`src/rtl/moving_block_renderer.sv`:
```
// Solid-rectangle VGA renderer over a background colour; the block moves once every
// FRAME_DIV frames, either steered by buttons or bouncing off the visible-area edges.
module moving_block_renderer #(
  parameter int unsigned HALF_W    = 150,
  parameter int unsigned HALF_H    = 90,
  parameter int unsigned X_MIN     = 144,
  parameter int unsigned X_MAX     = 783,
  parameter int unsigned Y_MIN     = 35,
  parameter int unsigned Y_MAX     = 514,
  parameter int unsigned X_INIT    = 450,
  parameter int unsigned Y_INIT    = 250,
  parameter int unsigned STEP      = 2,
  parameter int unsigned FRAME_DIV = 1,
  parameter logic [11:0] FG        = 12'h0F0,
  parameter logic [11:0] BG        = 12'hFFF
) (
  input  logic        clk,
  input  logic        rst,
  input  logic        bright,
  input  logic [9:0]  hCount,
  input  logic [9:0]  vCount,
  input  logic        mode,
  input  logic        btn_up,
  input  logic        btn_down,
  input  logic        btn_left,
  input  logic        btn_right,
  output logic [11:0] rgb,
  output logic [9:0]  xpos,
  output logic [9:0]  ypos,
  output logic        move_tick
);

  localparam logic [9:0]  LX       = 10'(X_MIN + HALF_W);
  localparam logic [9:0]  HX       = 10'(X_MAX - HALF_W);
  localparam logic [9:0]  LY       = 10'(Y_MIN + HALF_H);
  localparam logic [9:0]  HY       = 10'(Y_MAX - HALF_H);
  localparam logic [10:0] STEP_W   = 11'(STEP);
  localparam logic [9:0]  STEP_N   = 10'(STEP);
  localparam logic [10:0] HALF_W_W = 11'(HALF_W);
  localparam logic [10:0] HALF_H_W = 11'(HALF_H);
  localparam int unsigned CW       = (FRAME_DIV > 1) ? $clog2(FRAME_DIV) : 1;
  localparam logic [CW-1:0] CNT_LAST = CW'(FRAME_DIV - 1);

  // Returns {dir, pos}; clip tests are done in 11 bits so neither edge can wrap.
  function automatic logic [10:0] step_axis(input logic [9:0] p, input logic [9:0] lo,
                                            input logic [9:0] hi, input logic auto_m,
                                            input logic dir_pos, input logic inc,
                                            input logic dec);
    logic       up_clip;
    logic       dn_clip;
    logic [9:0] up_v;
    logic [9:0] dn_v;
    up_clip = ({1'b0, p} + STEP_W) > {1'b0, hi};
    dn_clip = {1'b0, p} < ({1'b0, lo} + STEP_W);
    up_v    = up_clip ? hi : p + STEP_N;
    dn_v    = dn_clip ? lo : p - STEP_N;
    if (auto_m) begin
      if (dir_pos) return {~up_clip, up_v};
      else         return {dn_clip, dn_v};
    end else if (inc && !dec) begin
      return {dir_pos, up_v};
    end else if (dec && !inc) begin
      return {dir_pos, dn_v};
    end
    return {dir_pos, p};
  endfunction

  logic          sof_prev;
  logic          sof_cond;
  logic          sof;
  logic          tick;
  logic          fill;
  logic          dir_x;
  logic          dir_y;
  logic [CW-1:0] frame_cnt;
  logic [10:0]   nxt_x;
  logic [10:0]   nxt_y;

  always_comb begin
    sof_cond = (hCount == '0) && (vCount == '0);
    sof      = sof_cond && !sof_prev;
    tick     = sof && (frame_cnt == CNT_LAST);
    nxt_x    = step_axis(xpos, LX, HX, mode, dir_x, btn_right, btn_left);
    nxt_y    = step_axis(ypos, LY, HY, mode, dir_y, btn_down, btn_up);
    fill     = (({1'b0, hCount} + HALF_W_W) >= {1'b0, xpos}) &&
               ({1'b0, hCount} <= ({1'b0, xpos} + HALF_W_W)) &&
               (({1'b0, vCount} + HALF_H_W) >= {1'b0, ypos}) &&
               ({1'b0, vCount} <= ({1'b0, ypos} + HALF_H_W));
  end

  always_ff @(posedge clk) begin
    if (!rst) begin
      xpos      <= 10'(X_INIT);
      ypos      <= 10'(Y_INIT);
      dir_x     <= 1'b1;
      dir_y     <= 1'b1;
      frame_cnt <= '0;
      sof_prev  <= 1'b0;
      move_tick <= 1'b0;
      rgb       <= '0;
    end else begin
      sof_prev  <= sof_cond;
      move_tick <= tick;
      if (sof) frame_cnt <= tick ? '0 : frame_cnt + 1'b1;
      if (tick) begin
        xpos  <= nxt_x[9:0];
        dir_x <= nxt_x[10];
        ypos  <= nxt_y[9:0];
        dir_y <= nxt_y[10];
      end
      rgb <= !bright ? 12'h000 : (fill ? FG : BG);
    end
  end

endmodule

```
`config.mk`:
```
export PLATFORM = sky130hd
export DESIGN_NAME = moving_block_renderer
export DESIGN_NICKNAME = d
export VERILOG_FILES = /design/src/rtl/moving_block_renderer.sv
export SDC_FILE = /design/constraint.sdc
export NUM_CORES = 1
export LEC_CHECK = 0
export ABC_AREA = 1
export CORE_MARGIN = 1.5
export CORE_UTILIZATION = 40
export CTS_CLUSTER_DIAMETER = 60
export CTS_CLUSTER_SIZE = 24
export DETAILED_ROUTE_END_ITERATION = 12
export PLACE_DENSITY = 0.73
export SYNTH_ARGS = -nofsm -noshare
export SYNTH_HDL_FRONTEND = slang
export SYNTH_SLANG_ARGS = --single-unit
```
`constraint.sdc`:
```
create_clock -name clk -period 4.98 [get_ports clk]
set_clock_uncertainty 0.2 [all_clocks]
set_input_delay 0.996 -clock clk [delete_from_list [all_inputs] [get_ports clk]]
set_output_delay 0.996 -clock clk [all_outputs]
set_load 0.05 [all_outputs]
```
==> summary.md, run 1 <==
| Metric | Value |
|---|---|
| Vias per cell | between 5 and 6 |
| Final Hold Vio Count | 0 |
| Drc violations | 0 |
| Average wire length per cell after detail routing | roughly 13 um |
| Most heavily used metal layer in global routing | met2 |
| Later-pin clock latency in the skew report | between 200 and 300 ps |
| Synthesized-area fraction occupied by and/or/nand/nor cells | between 30% and 40% |
| GR met2 Demand/Resource | a little over a third |
| IO Pins | 61 |
| Power after layout | 541 uW |
| Number of rows created at floorplan | 35 |
| Die span in y | ~100 um |
| DRT Pass-1 Iters | 5 |
| Global-route wire length before repair | about 17,000 um |
| Family of cells with the greatest summed delay on the critical path | simple AND/OR/NAND/NOR gates |
| Grt ovf | 0 |
| Buffers added on ports | 60 |
| Type of destination of the critical path | register |
| Buffers inserted by post-CTS timing repair | 0 |
| Headroom to the max-slew limit | around 60% |
| Share of the yosys chip area belonging to registers | between 10% and 20% |
| Final period utilization | roughly 70% |
| Ratio of cells with drive above 1 in the final layout | a little under 4% |
| VDD IR max | between 100 and 150 uV |
| Maximum achievable frequency | slightly below 300 MHz |
| Fraction of synthesized area in multiplexers | 0% |
| CTS H-tree lvls | 1 |
| Least-Margin Pin Slew | ~590 ps |
| Core area | 9240 sq um |
| Maximum cell stage delay along the critical path | 500 ps |
| Category of the worst setup path launch point | input port |
| Worst Path Required | 4970 ps |
| Worst hold path type | register to register |
| DR vias | roughly 4,100 |
| Clock tree sinks | 27 |
| Routing usage on met1 | between 20% and 30% |
| Vias in the first global route | ~3,800 |
| Crit path max fanout | 3 |
| Critical path's slowest cell | sky130_fd_sc_hd__clkdlybuf4s50_1 |
| Residual antenna-violating net count after detailed routing | 0 |
| Synth Area in Compound Gates | 15.0% |
| Buffers & Inverters on Critical Path | 4 |
| Yosys warning count | 0 |
| Hold_ws | around 240 ps |
| Number of buffers inserted during clock tree synthesis | 3 |
| Placed wire-length estimate | ~8300 um |
| Met3 track demand over resource in global routing | under 10% |
| Reported max-cap violation count | 0 |
| Dominant combinational cell family by area after synthesis | simple AND/OR/NAND/NOR gates |
| Die Outline Area | a little over 10,000 sq um |
| Flops & latches, synth | 27 |
| Setup total negative slack | 0 ps |
| Layout Nets | approximately 740 |
| Share of the synthesized netlist area taken by xor and xnor gates | just over 7% |
| Cell Area, Synth | roughly 3800 sq um |
| Wire length after detailed routing | between 10,000 and 15,000 um |
| Starting DRT DRC Count | about 310 |
| Horizontal die dimension | around 100 um |
| Clock root buffer master | sky130_fd_sc_hd__clkbuf_8 |
| Ratio of total power to cell area | 121 nW/um^2 |
| Chain of cells forming the critical path | clkdlybuf4s50_1 -> inv_1 -> ha_1 -> o21ai_0 -> xor2_1 -> inv_1 -> ha_1 -> inv_1 -> nor3_1 -> nand3_1 -> nor3_1 -> nor2_1 -> nor2_1 -> nor2_1 |
| Critical Setup Path Class | input port to register |
| Average cell area after synthesis | 6.12 sq um |
| Status | complete, no violations |
| Most common library cell in the layout ignoring fill and taps | sky130_fd_sc_hd__nand2_1 |
| Leakage power summed over all cells | 0.00217 uW |
| Combined global-route utilization of all metal layers | about 21% |
| Maximum buffer depth of the clock tree | 2 |
| Data arrival time at the worst-slack endpoint | around 3400 ps |
| Final critical-path required period | 3430 ps |
| Syn Nets | around 700 |
| Count of instances resized after the clock tree is built | 0 |
| Most frequent cells in the layout | sky130_fd_sc_hd__nand2_1, sky130_fd_sc_hd__inv_1, sky130_fd_sc_hd__clkdlybuf4s50_1 |
| Pin count of the biggest net entering global routing | 20 |
| Distinct cell type count of the synthesized netlist | 40 |
| RSZ-0062 raised after global routing | false |
| Max Transition Viols Final | 0 |
| Fraction of the mapped netlist area in adder cells | around 16% |
| Hold Buf Count CTS | 0 |
| Clock slew seen by the registers of the worst setup and hold paths | 110 ps |
| Post-synthesis to final-layout area growth | 17.5% |
| Initial Utilization | 41.1% |
| Cells after Synth | roughly 620 |
| Setup-failing EPs final | 0 |
| Antenna diode count | 0 |
| Number of antenna violations at the first check in global routing | 0 |
| CTS tree | yes |
| Weighted congestion at the end of routability-driven global placement | 0.927 |
[cells in the mapped netlist]
| cell | count | area (sq um) |
|---|---|---|
| sky130_fd_sc_hd__buf_4 | 14 | 105 |
| sky130_fd_sc_hd__buf_6 | 2 | 22.5 |
| sky130_fd_sc_hd__nor2_1 | 51 | 191 |
| sky130_fd_sc_hd__o21ai_1 | 2 | 10.0 |
| sky130_fd_sc_hd__clkbuf_1 | 1 | 3.75 |
| sky130_fd_sc_hd__nor4_1 | 2 | 12.5 |
| sky130_fd_sc_hd__nand3b_1 | 2 | 15.0 |
| sky130_fd_sc_hd__o21ai_2 | 1 | 8.76 |
| sky130_fd_sc_hd__a31oi_1 | 3 | 18.8 |
| sky130_fd_sc_hd__nor3_1 | 15 | 75.1 |
| sky130_fd_sc_hd__nand3_4 | 1 | 17.5 |
| sky130_fd_sc_hd__a21oi_2 | 1 | 8.76 |
| sky130_fd_sc_hd__xnor2_1 | 6 | 52.6 |
| sky130_fd_sc_hd__inv_2 | 5 | 18.8 |
| sky130_fd_sc_hd__nor3b_1 | 1 | 7.51 |
| sky130_fd_sc_hd__o2111ai_1 | 1 | 8.76 |
| sky130_fd_sc_hd__inv_1 | 85 | 319 |
| sky130_fd_sc_hd__or2_1 | 1 | 6.26 |
| sky130_fd_sc_hd__xor2_1 | 25 | 219 |
| sky130_fd_sc_hd__buf_2 | 3 | 15.0 |
| sky130_fd_sc_hd__o21a_1 | 1 | 7.51 |
| sky130_fd_sc_hd__o22ai_1 | 1 | 6.26 |
| sky130_fd_sc_hd__o21ai_0 | 28 | 140 |
| sky130_fd_sc_hd__a21oi_1 | 58 | 290 |
| sky130_fd_sc_hd__nor2_2 | 3 | 18.8 |
| sky130_fd_sc_hd__nand4_2 | 1 | 12.5 |
| sky130_fd_sc_hd__ha_1 | 49 | 613 |
| sky130_fd_sc_hd__clkinv_1 | 4 | 15.0 |
| sky130_fd_sc_hd__nor3_2 | 2 | 20.0 |
| sky130_fd_sc_hd__dfxtp_1 | 27 | 541 |
| sky130_fd_sc_hd__a21o_1 | 2 | 15.0 |
| sky130_fd_sc_hd__a21oi_4 | 1 | 16.3 |
| sky130_fd_sc_hd__o21ai_4 | 1 | 16.3 |
| sky130_fd_sc_hd__o211ai_1 | 3 | 22.5 |
| sky130_fd_sc_hd__or2_2 | 1 | 6.26 |
| sky130_fd_sc_hd__nand3_1 | 39 | 195 |
| sky130_fd_sc_hd__nor2_4 | 2 | 22.5 |
| sky130_fd_sc_hd__nand3_2 | 3 | 30.0 |
| sky130_fd_sc_hd__nand4_1 | 11 | 68.8 |
| sky130_fd_sc_hd__nand2_1 | 162 | 608 |
[state kept, by name, summed over array words and instances (netlist names)]
register / flops
sof_prev: 1
rgb: 2
xpos: 10
frame_cnt: 1
dir_y: 1
dir_x: 1
move_tick: 1
ypos: 10
[cell type report]
type / count / area, sq um
fill: 960 / 4770
multi-input combinational: 480 / 2760
timing repair buffer: 60 / 601
sequential: 27 / 541
inverter: 94 / 353
tap: 129 / 161
clock buffer: 3 / 41.3
clock inverter: 1 / 7.51
[worst register-to-register path: stages (launching register included)]
cell	delay [ps]
sky130_fd_sc_hd__dfxtp_1	560
sky130_fd_sc_hd__inv_1	190
sky130_fd_sc_hd__ha_1	290
sky130_fd_sc_hd__o21ai_0	310
sky130_fd_sc_hd__nand2_1	140
sky130_fd_sc_hd__a21oi_1	200
sky130_fd_sc_hd__xor2_1	90
sky130_fd_sc_hd__ha_1	300
sky130_fd_sc_hd__nand2_1	50
sky130_fd_sc_hd__nor3_1	130
sky130_fd_sc_hd__a21oi_1	100
sky130_fd_sc_hd__nand2_1	70
sky130_fd_sc_hd__nand3_1	80
sky130_fd_sc_hd__nor2_1	100
sky130_fd_sc_hd__nor2_1	40
[per-stage QoR]
step	util, %	cell area, sq um	setup slack, ps	std cells
after global placement	47.8	4420	1360	790
after floorplan	-	3800	2040	621
after CTS	48.3	4470	1550	794
final	48.3	4470	1550	794
after global routing	48.3	4470	1330	794
after detailed placement	47.8	4420	1230	790
[metal layers]
layer | wire (um) | vias up | share of wire, %
met1 | 4770 | 1860 | 46
met5 | 0 | - | 0
met4 | 147 | 0 | 1.4
li1 | - | 2106 | -
met3 | 599 | 13 | 5.8
met2 | 4770 | 122 | 46
[cells by family after synthesis]
kind of cell,Yosys count
flops,27
fa+ha+maj,49
compound gates,103
buf+inv,114
xor+xnor,31
simple gates,297
[report_power, final]
part	internal (uW)	switching [uW]	total, uW
registers	217	1.44	218
logic	72.6	107	180
clock network	57.2	85.8	143
[final timing paths]
kind	start	end	slack (ps)	cells past startpoint
min	frame_cnt$_SDFFE_PN0P_	move_tick$_SDFF_PN0_	240	1
min reg2reg	frame_cnt$_SDFFE_PN0P_	move_tick$_SDFF_PN0_	240	1
max reg2reg	xpos[1]$_SDFFE_PN1P_	rgb[10]$_SDFF_PN0_	2020	14
max	hCount[1]	rgb[10]$_SDFF_PN0_	1550	14
No activity file was read; power rests on OpenSTA's default activity.
==> run 2: changes to the inputs <==
--- a/config.mk
+++ b/config.mk
@@ -11,7 +11,7 @@
 export CTS_CLUSTER_DIAMETER = 60
 export CTS_CLUSTER_SIZE = 24
 export DETAILED_ROUTE_END_ITERATION = 12
-export PLACE_DENSITY = 0.73
+export PLACE_DENSITY = 0.75
 export SYNTH_ARGS = -nofsm -noshare
 export SYNTH_HDL_FRONTEND = slang
 export SYNTH_SLANG_ARGS = --single-unit
==> constraint.sdc (replaced) <==
create_clock -name clk -period 2.8 [get_ports clk]
set_clock_uncertainty 0.2 [all_clocks]
set_input_delay 0.56 -clock clk [delete_from_list [all_inputs] [get_ports clk]]
set_output_delay 0.56 -clock clk [all_outputs]
set_load 0.05 [all_outputs]
==> summary.md, run 2 (synthesis gave the netlist of run 1 again) <==
| Metric | Value |
|---|---|
| Status | complete, no violations |
| Worst Path Required | 2800 ps (-2170 ps) |
| Most heavily used metal layer in global routing | met2 |
| VDD IR max | 164 uV (+26%) |
| Global-route wire length before repair | 17,500 um (+1.2%) |
| DR vias | 4,300 (+4.9%) |
| Headroom to the max-slew limit | 65.8% (+5.4 points) |
| Regs by FF count | xpos (10), ypos (10), rgb (2) |
| Final cell area excluding filler cells | 4910 sq um (+9.9%) |
| Max Transition Viols Final | 0 (unchanged) |
| Number of buffers inserted during clock tree synthesis | 3 (unchanged) |
| Final Hold Vio Count | 0 (unchanged) |
| GR met2 Demand/Resource | 38.3% (+3.1 points) |
| Core area | 9240 sq um (unchanged) |
| Maximum cell stage delay along the critical path | 520 ps (+20 ps) |
| Later-pin clock latency in the skew report | 300 ps (about the same) |
| Residual antenna-violating net count after detailed routing | 0 (unchanged) |
| Final critical-path required period | 2620 ps |
| Least-Margin Pin Slew | 512 ps (-79.5 ps) |
| Starting DRT DRC Count | 203 (-34%) |
| Die Outline Area | 10,100 sq um (unchanged) |
| Horizontal die dimension | 100 um (unchanged) |
| Weighted congestion at the end of routability-driven global placement | 0.945 (+1.8%) |
| Crit path max fanout | 4 (+1) |
| Most common library cell in the layout ignoring fill and taps | sky130_fd_sc_hd__nand2_1 |
| Ratio of total power to cell area | 208 nW/um^2 (+71%) |
| Setup-failing EPs final | 0 (unchanged) |
| Critical Setup Path Class | input port to register |
| Leakage power summed over all cells | 0.00243 uW (+12%) |
| Number of antenna violations at the first check in global routing | 0 (unchanged) |
| Clock tree sinks | 27 (unchanged) |
| Post-synthesis to final-layout area growth | 29.1% |
| Buffers added on ports | 60 (unchanged) |
| CTS H-tree lvls | 1 (unchanged) |
| Data arrival time at the worst-slack endpoint | 2620 ps (-800 ps) |
| Reported max-cap violation count | 0 (unchanged) |
| Pin count of the biggest net entering global routing | 20 (unchanged) |
| Wire length after detailed routing | 10,800 um (+5.0%) |
| DRT Pass-1 Iters | 7 (+2) |
| Total area of multi-input combinational cells | 2830 sq um (+2.4%) |
| Post-placement cell area | 4760 sq um (+7.7%) |
| Type of destination of the critical path | register |
| Family of cells with the greatest summed delay on the critical path | simple AND/OR/NAND/NOR gates |
| Antenna diode count | 0 (unchanged) |
| Power after layout | 1020 uW (+88%) |
| Final period utilization | between 90% and 100% |
| Chain of cells forming the critical path | clkdlybuf4s50_1 -> nor2_4 -> nand2_1 -> nand2_1 -> a21oi_2 -> nand2_1 -> xnor2_1 -> ha_1 -> inv_1 -> a21oi_2 -> nand4_1 -> nand3_1 -> nand3_1 -> nor2_1 -> nor2_1 |
| IO Pins | 61 (unchanged) |
| Vias per cell | 5.11 (-1.1%) |
| Sequential cell area | 544 sq um (+0.69%) |
| Ratio of cells with drive above 1 in the final layout | 12.8% (+8.9 points) |
| Met3 track demand over resource in global routing | 0.693% (-0.62 points) |
| Drc violations | 0 (unchanged) |
| Hold Buf Count CTS | 0 (unchanged) |
| Routing usage on met1 | 27.6% (-0.74 points) |
| Grt ovf | 0 (unchanged) |
| Cell with the most instances on the worst path | sky130_fd_sc_hd__nand2_1 |
| Number of rows created at floorplan | 35 (unchanged) |
| Average wire length per cell after detail routing | 12.8 um (-0.98%) |
| Category of the worst setup path launch point | input port |
| Maximum achievable frequency | ~380 MHz |
| Layout Nets | 791 (+6.5%) |
| Initial Utilization | 41.1% (unchanged) |
| Buffers & Inverters on Critical Path | 2 (-2) |
| Worst hold path type | register to register |
| Most frequent cells in the layout | sky130_fd_sc_hd__nand2_1, sky130_fd_sc_hd__inv_1, sky130_fd_sc_hd__clkdlybuf4s50_1 |
| Placed wire-length estimate | 8820 um (+6.0%) |
| Die span in y | 100 um (unchanged) |
| Hold_ws | 235 ps (-2.27 ps) |
| Clock root buffer master | sky130_fd_sc_hd__clkbuf_8 |
| Critical path's slowest cell | sky130_fd_sc_hd__clkdlybuf4s50_1 |
| Combined global-route utilization of all metal layers | 21.2% (+0.43 points) |
| Count of fill cells added during filler insertion | 915 (-4.7%) |
| Maximum buffer depth of the clock tree | 2 (unchanged) |
| CTS tree | yes |
| Clock slew seen by the registers of the worst setup and hold paths | 110 ps (about the same) |
| Vias in the first global route | 3,909 (+2.2%) |
## run 2: worst reg2reg max path, delay by kind of cell (launching register included)
family,cells,cell delay (ps)
flops,1,400
xor+xnor,1,160
compound gates,2,270
fa+ha+maj,2,550
simple gates,9,840
## run 2: power by group
group | internal [uW] | switching (uW) | leakage (uW)
Sequential | 386 | 2.49 | 0.000218
Clock | 102 | 153 | 0.0000217
Combinational | 166 | 210 | 0.00219
## run 2: area by class of cell
cell class	count	area share, %
clock buffer	3	0.842
timing repair buffer	108	19.7
clock inverter	1	0.153
inverter	94	7.24
multi-input combinational	480	57.7
tap	129	3.29
sequential	27	11.1
## run 2: through the flow
stage	setup TNS, ps	setup WS (ps)	std cells	utilization, %
finish	0	181	842	53.1
CTS	0	15.1	839	52.2
global placement	-2230	-351	835	51.5
detailed placement	-3710	-451	835	51.5
floorplan	0	173	621	-
global route	-16.2	-16.2	842	53.1
## run 2: final timing paths
check | start | endpoint | cells past startpoint | slack (ps)
worst max-delay path | vCount[3] | rgb[10]$_SDFF_PN0_ | 15 | 180
worst max register to register | ypos[1]$_SDFFE_PN1P_ | rgb[10]$_SDFF_PN0_ | 14 | 280
worst min-delay path | frame_cnt$_SDFFE_PN0P_ | move_tick$_SDFF_PN0_ | 1 | 230
worst min register to register | frame_cnt$_SDFFE_PN0P_ | move_tick$_SDFF_PN0_ | 1 | 230
## run 2: repair_timing
item / CTS / global route
pin swaps: 0 / 12
gates resized for setup: 7 / 17
setup endpoints to repair: 1 / 21
setup buffers: 0 / 3
## run 2: per-layer routing
metal  vias up  wire length (um)
met4         0               191
met3        15               517
met2       132              5170
li1       2195                 -
met1      1958              4920
met5         -                 0
==> run 3: changes to the inputs <==
--- a/config.mk
+++ b/config.mk
@@ -12,6 +12,7 @@
 export CTS_CLUSTER_SIZE = 24
 export DETAILED_ROUTE_END_ITERATION = 12
 export PLACE_DENSITY = 0.75
+export RECOVER_POWER = 50
 export SYNTH_ARGS = -nofsm -noshare
 export SYNTH_HDL_FRONTEND = slang
 export SYNTH_SLANG_ARGS = --single-unit
==> summary.md, run 3 (synthesis gave the netlist of run 1 again) <==
| Metric | Value |
|---|---|
| Die span in y | 100 um (unchanged) |
| Most frequent cells in the layout | sky130_fd_sc_hd__nand2_1, sky130_fd_sc_hd__inv_1, sky130_fd_sc_hd__a21oi_1 |
| Residual antenna-violating net count after detailed routing | 0 (unchanged) |
| Chain of cells forming the critical path | clkdlybuf4s50_1 -> nor2_4 -> nand2_1 -> nand2_1 -> a21oi_2 -> nand2_1 -> xnor2_1 -> ha_1 -> inv_1 -> a21oi_2 -> nand4_1 -> nand3_1 -> nand3_1 -> nor2_1 -> nor2_1 |
| Combined global-route utilization of all metal layers | 21.2% (unchanged) |
| Worst Path Required | 2800 ps (about the same) |
| Depth of the most critical reg-to-reg path | 14 (unchanged) |
| Reported max-cap violation count | 0 (unchanged) |
| Post-placement cell area | 4760 sq um (unchanged) |
| Highest routed layer | met4 |
| WL met2 | 5190 um (+0.33%) |
| Critical path's slowest cell | sky130_fd_sc_hd__clkdlybuf4s50_1 |
| Hold Path Cell Cnt | 1 (unchanged) |
| Least-Margin Pin Slew | 510 ps (-1.63 ps) |
| Endpoint with the worst hold slack | move_tick$_SDFF_PN0_ |
| Post-synthesis to final-layout area growth | 28.8% |
| Cell with the most instances on the worst path | sky130_fd_sc_hd__nand2_1 |
| VDD IR max | 158 uV (-4.0%) |
| Average wire length per cell after detail routing | 12.8 um (-0.13%) |
| Ratio of cells with drive above 1 in the final layout | 12.5% (-0.28 points) |
| Ratio of total power to cell area | 206 nW/um^2 (-0.74%) |
| Placed wire-length estimate | 8820 um (unchanged) |
| Reg-to-reg setup timing slack | 280 ps (about the same) |
| Vias in the first global route | 3,909 (unchanged) |
| Number of antenna violations at the first check in global routing | 0 (unchanged) |
| DR vias | 4,324 (+0.56%) |
| Clock slew seen by the registers of the worst setup and hold paths | 110 ps (about the same) |
| Critical Setup Path Class | input port to register |
| Maximum cell stage delay along the critical path | 520 ps (about the same) |
| Most common library cell in the layout ignoring fill and taps | sky130_fd_sc_hd__nand2_1 |
| Setup total negative slack | 0 ps (unchanged) |
| Initial Utilization | 41.1% (unchanged) |
| Horizontal die dimension | 100 um (unchanged) |
| Layout Nets | 791 (unchanged) |
| Pin count of the biggest net entering global routing | 20 (unchanged) |
| DRT Pass-1 Iters | 5 (-2) |
| Routed length on met1 | 4820 um (-2.1%) |
| Vias per cell | 5.14 (+0.56%) |
| Category of the worst setup path launch point | input port |
| Clock root buffer master | sky130_fd_sc_hd__clkbuf_8 |
| Maximum buffer depth of the clock tree | 2 (unchanged) |
| IO Pins | 61 (unchanged) |
| Worst hold path type | register to register |
| End of the worst register-to-register path | rgb[10]$_SDFF_PN0_ |
| Number of rows created at floorplan | 35 (unchanged) |
| Final Hold Vio Count | 0 (unchanged) |
| Launch instance of the worst min-delay path | frame_cnt$_SDFFE_PN0P_ |
| Family of cells with the greatest summed delay on the critical path | simple AND/OR/NAND/NOR gates |
| Global-route wire length before repair | 17,500 um (unchanged) |
| Antenna diode count | 0 (unchanged) |
| Starting DRT DRC Count | 265 (+31%) |
| Maximum achievable frequency | 381 MHz (-0.14%) |
| Buffers & Inverters on Critical Path | 2 (unchanged) |
| Grt ovf | 0 (unchanged) |
| Buffers added on ports | 60 (unchanged) |
| Crit path max fanout | 4 (unchanged) |
| Final period utilization | 93.7% (+0.13 points) |
| Final cell area excluding filler cells | 4900 sq um (-0.20%) |
| Die Outline Area | 10,100 sq um (unchanged) |
| Regs by FF count | xpos (10), ypos (10), rgb (2) |
| Type of destination of the critical path | register |
| Data arrival time at the worst-slack endpoint | 2620 ps (about the same) |
| Hold Buf Count CTS | 0 (unchanged) |
| Core area | 9240 sq um (unchanged) |
| Headroom to the max-slew limit | 65.9% (+0.10 points) |
| Later-pin clock latency in the skew report | 290 ps (about the same) |
| Status | complete, no violations |
| Final critical-path required period | 2620 ps (+3.57 ps) |
| Wire length after detailed routing | 10,800 um (-0.13%) |
| Drc violations | 0 (unchanged) |
| Leakage power summed over all cells | 0.00247 uW (+1.5%) |
| CTS H-tree lvls | 1 (unchanged) |
| Setup-failing EPs final | 0 (unchanged) |
| Placement-stage worst setup slack | -451 ps (unchanged) |
| Crit. path cell count | 15 (unchanged) |
| Worst R2R Start | ypos[1]$_SDFFE_PN1P_ |
| Number of buffers inserted during clock tree synthesis | 3 (unchanged) |
| Max Transition Viols Final | 0 (unchanged) |
| Clock tree sinks | 27 (unchanged) |
| Wire length on met3 | 582 um (+13%) |
| Worst setup margin | 177 ps (-3.57 ps) |
| CTS tree | yes |
| Weighted congestion at the end of routability-driven global placement | 0.945 (unchanged) |
| Post-Route Utilization | 53.0% (-0.11 points) |
[run 3: cell types whose count changed in the layout (fill, tap and decap cells not counted)]
cell | previous run | this run
sky130_fd_sc_hd__clkbuf_1 | 0 | 1
sky130_fd_sc_hd__nand4_2 | 1 | 0
sky130_fd_sc_hd__nand4_1 | 11 | 12
sky130_fd_sc_hd__dlygate4sd3_1 | 0 | 25
sky130_fd_sc_hd__clkdlybuf4s50_1 | 56 | 31
sky130_fd_sc_hd__buf_4 | 48 | 46
sky130_fd_sc_hd__clkbuf_4 | 0 | 1
[run 3: area by class of cell]
type	instances	area, sq um
Timing Repair Buffer	108	963
Multi-Input combinational cell	480	2820
Inverter	94	355
Tap cell	129	161
Clock inverter	1	7.51
Clock buffer	3	41.3
Fill cell	916	4340
Sequential cell	27	544
[run 3: where the power goes]
group | internal (uW) | total [uW] | switching [uW] | leakage, uW
clock network | 102 | 250 | 148 | 0.0000217
logic | 162 | 372 | 210 | 0.00223
registers | 386 | 388 | 2.02 | 0.000218
total | 650 | 1010 | 360 | 0.00247
[run 3: layer usage]
metal,up-vias,global-route usage [%]
met5,-,0
met4,0,5.74
met3,23,0.693
met2,142,38.3
met1,1966,27.6
li1,2193,-
[run 3: stage by stage]
stage / total power (uW) / hold WS (ps) / instances
floorplan: 613 / 201 / 621
global placement: 739 / 213 / 835
detailed placement: 752 / 214 / 835
CTS: 1010 / 235 / 839
global route: 1080 / 248 / 842
finish: 1010 / 234 / 842
[run 3: how the worst max path moves through the flow]
stage	end	slack, ps	startpoint
floorplan	rgb[10]$_SDFF_PN0_	170	xpos[1]$_SDFFE_PN1P_
global placement	rgb[10]$_SDFF_PN0_	-350	hCount[1]
detailed placement	rgb[10]$_SDFF_PN0_	-450	hCount[1]
CTS	rgb[10]$_SDFF_PN0_	20	vCount[1]
global route	rgb[10]$_SDFF_PN0_	-20	hCount[6]
finish	rgb[10]$_SDFF_PN0_	180	vCount[3]
[run 3: repair_timing]
action,in CTS,in global routing
buffers inserted,0,3
endpoints found under the setup margin,1,21
gates resized for setup,7,17
pin swaps,0,12
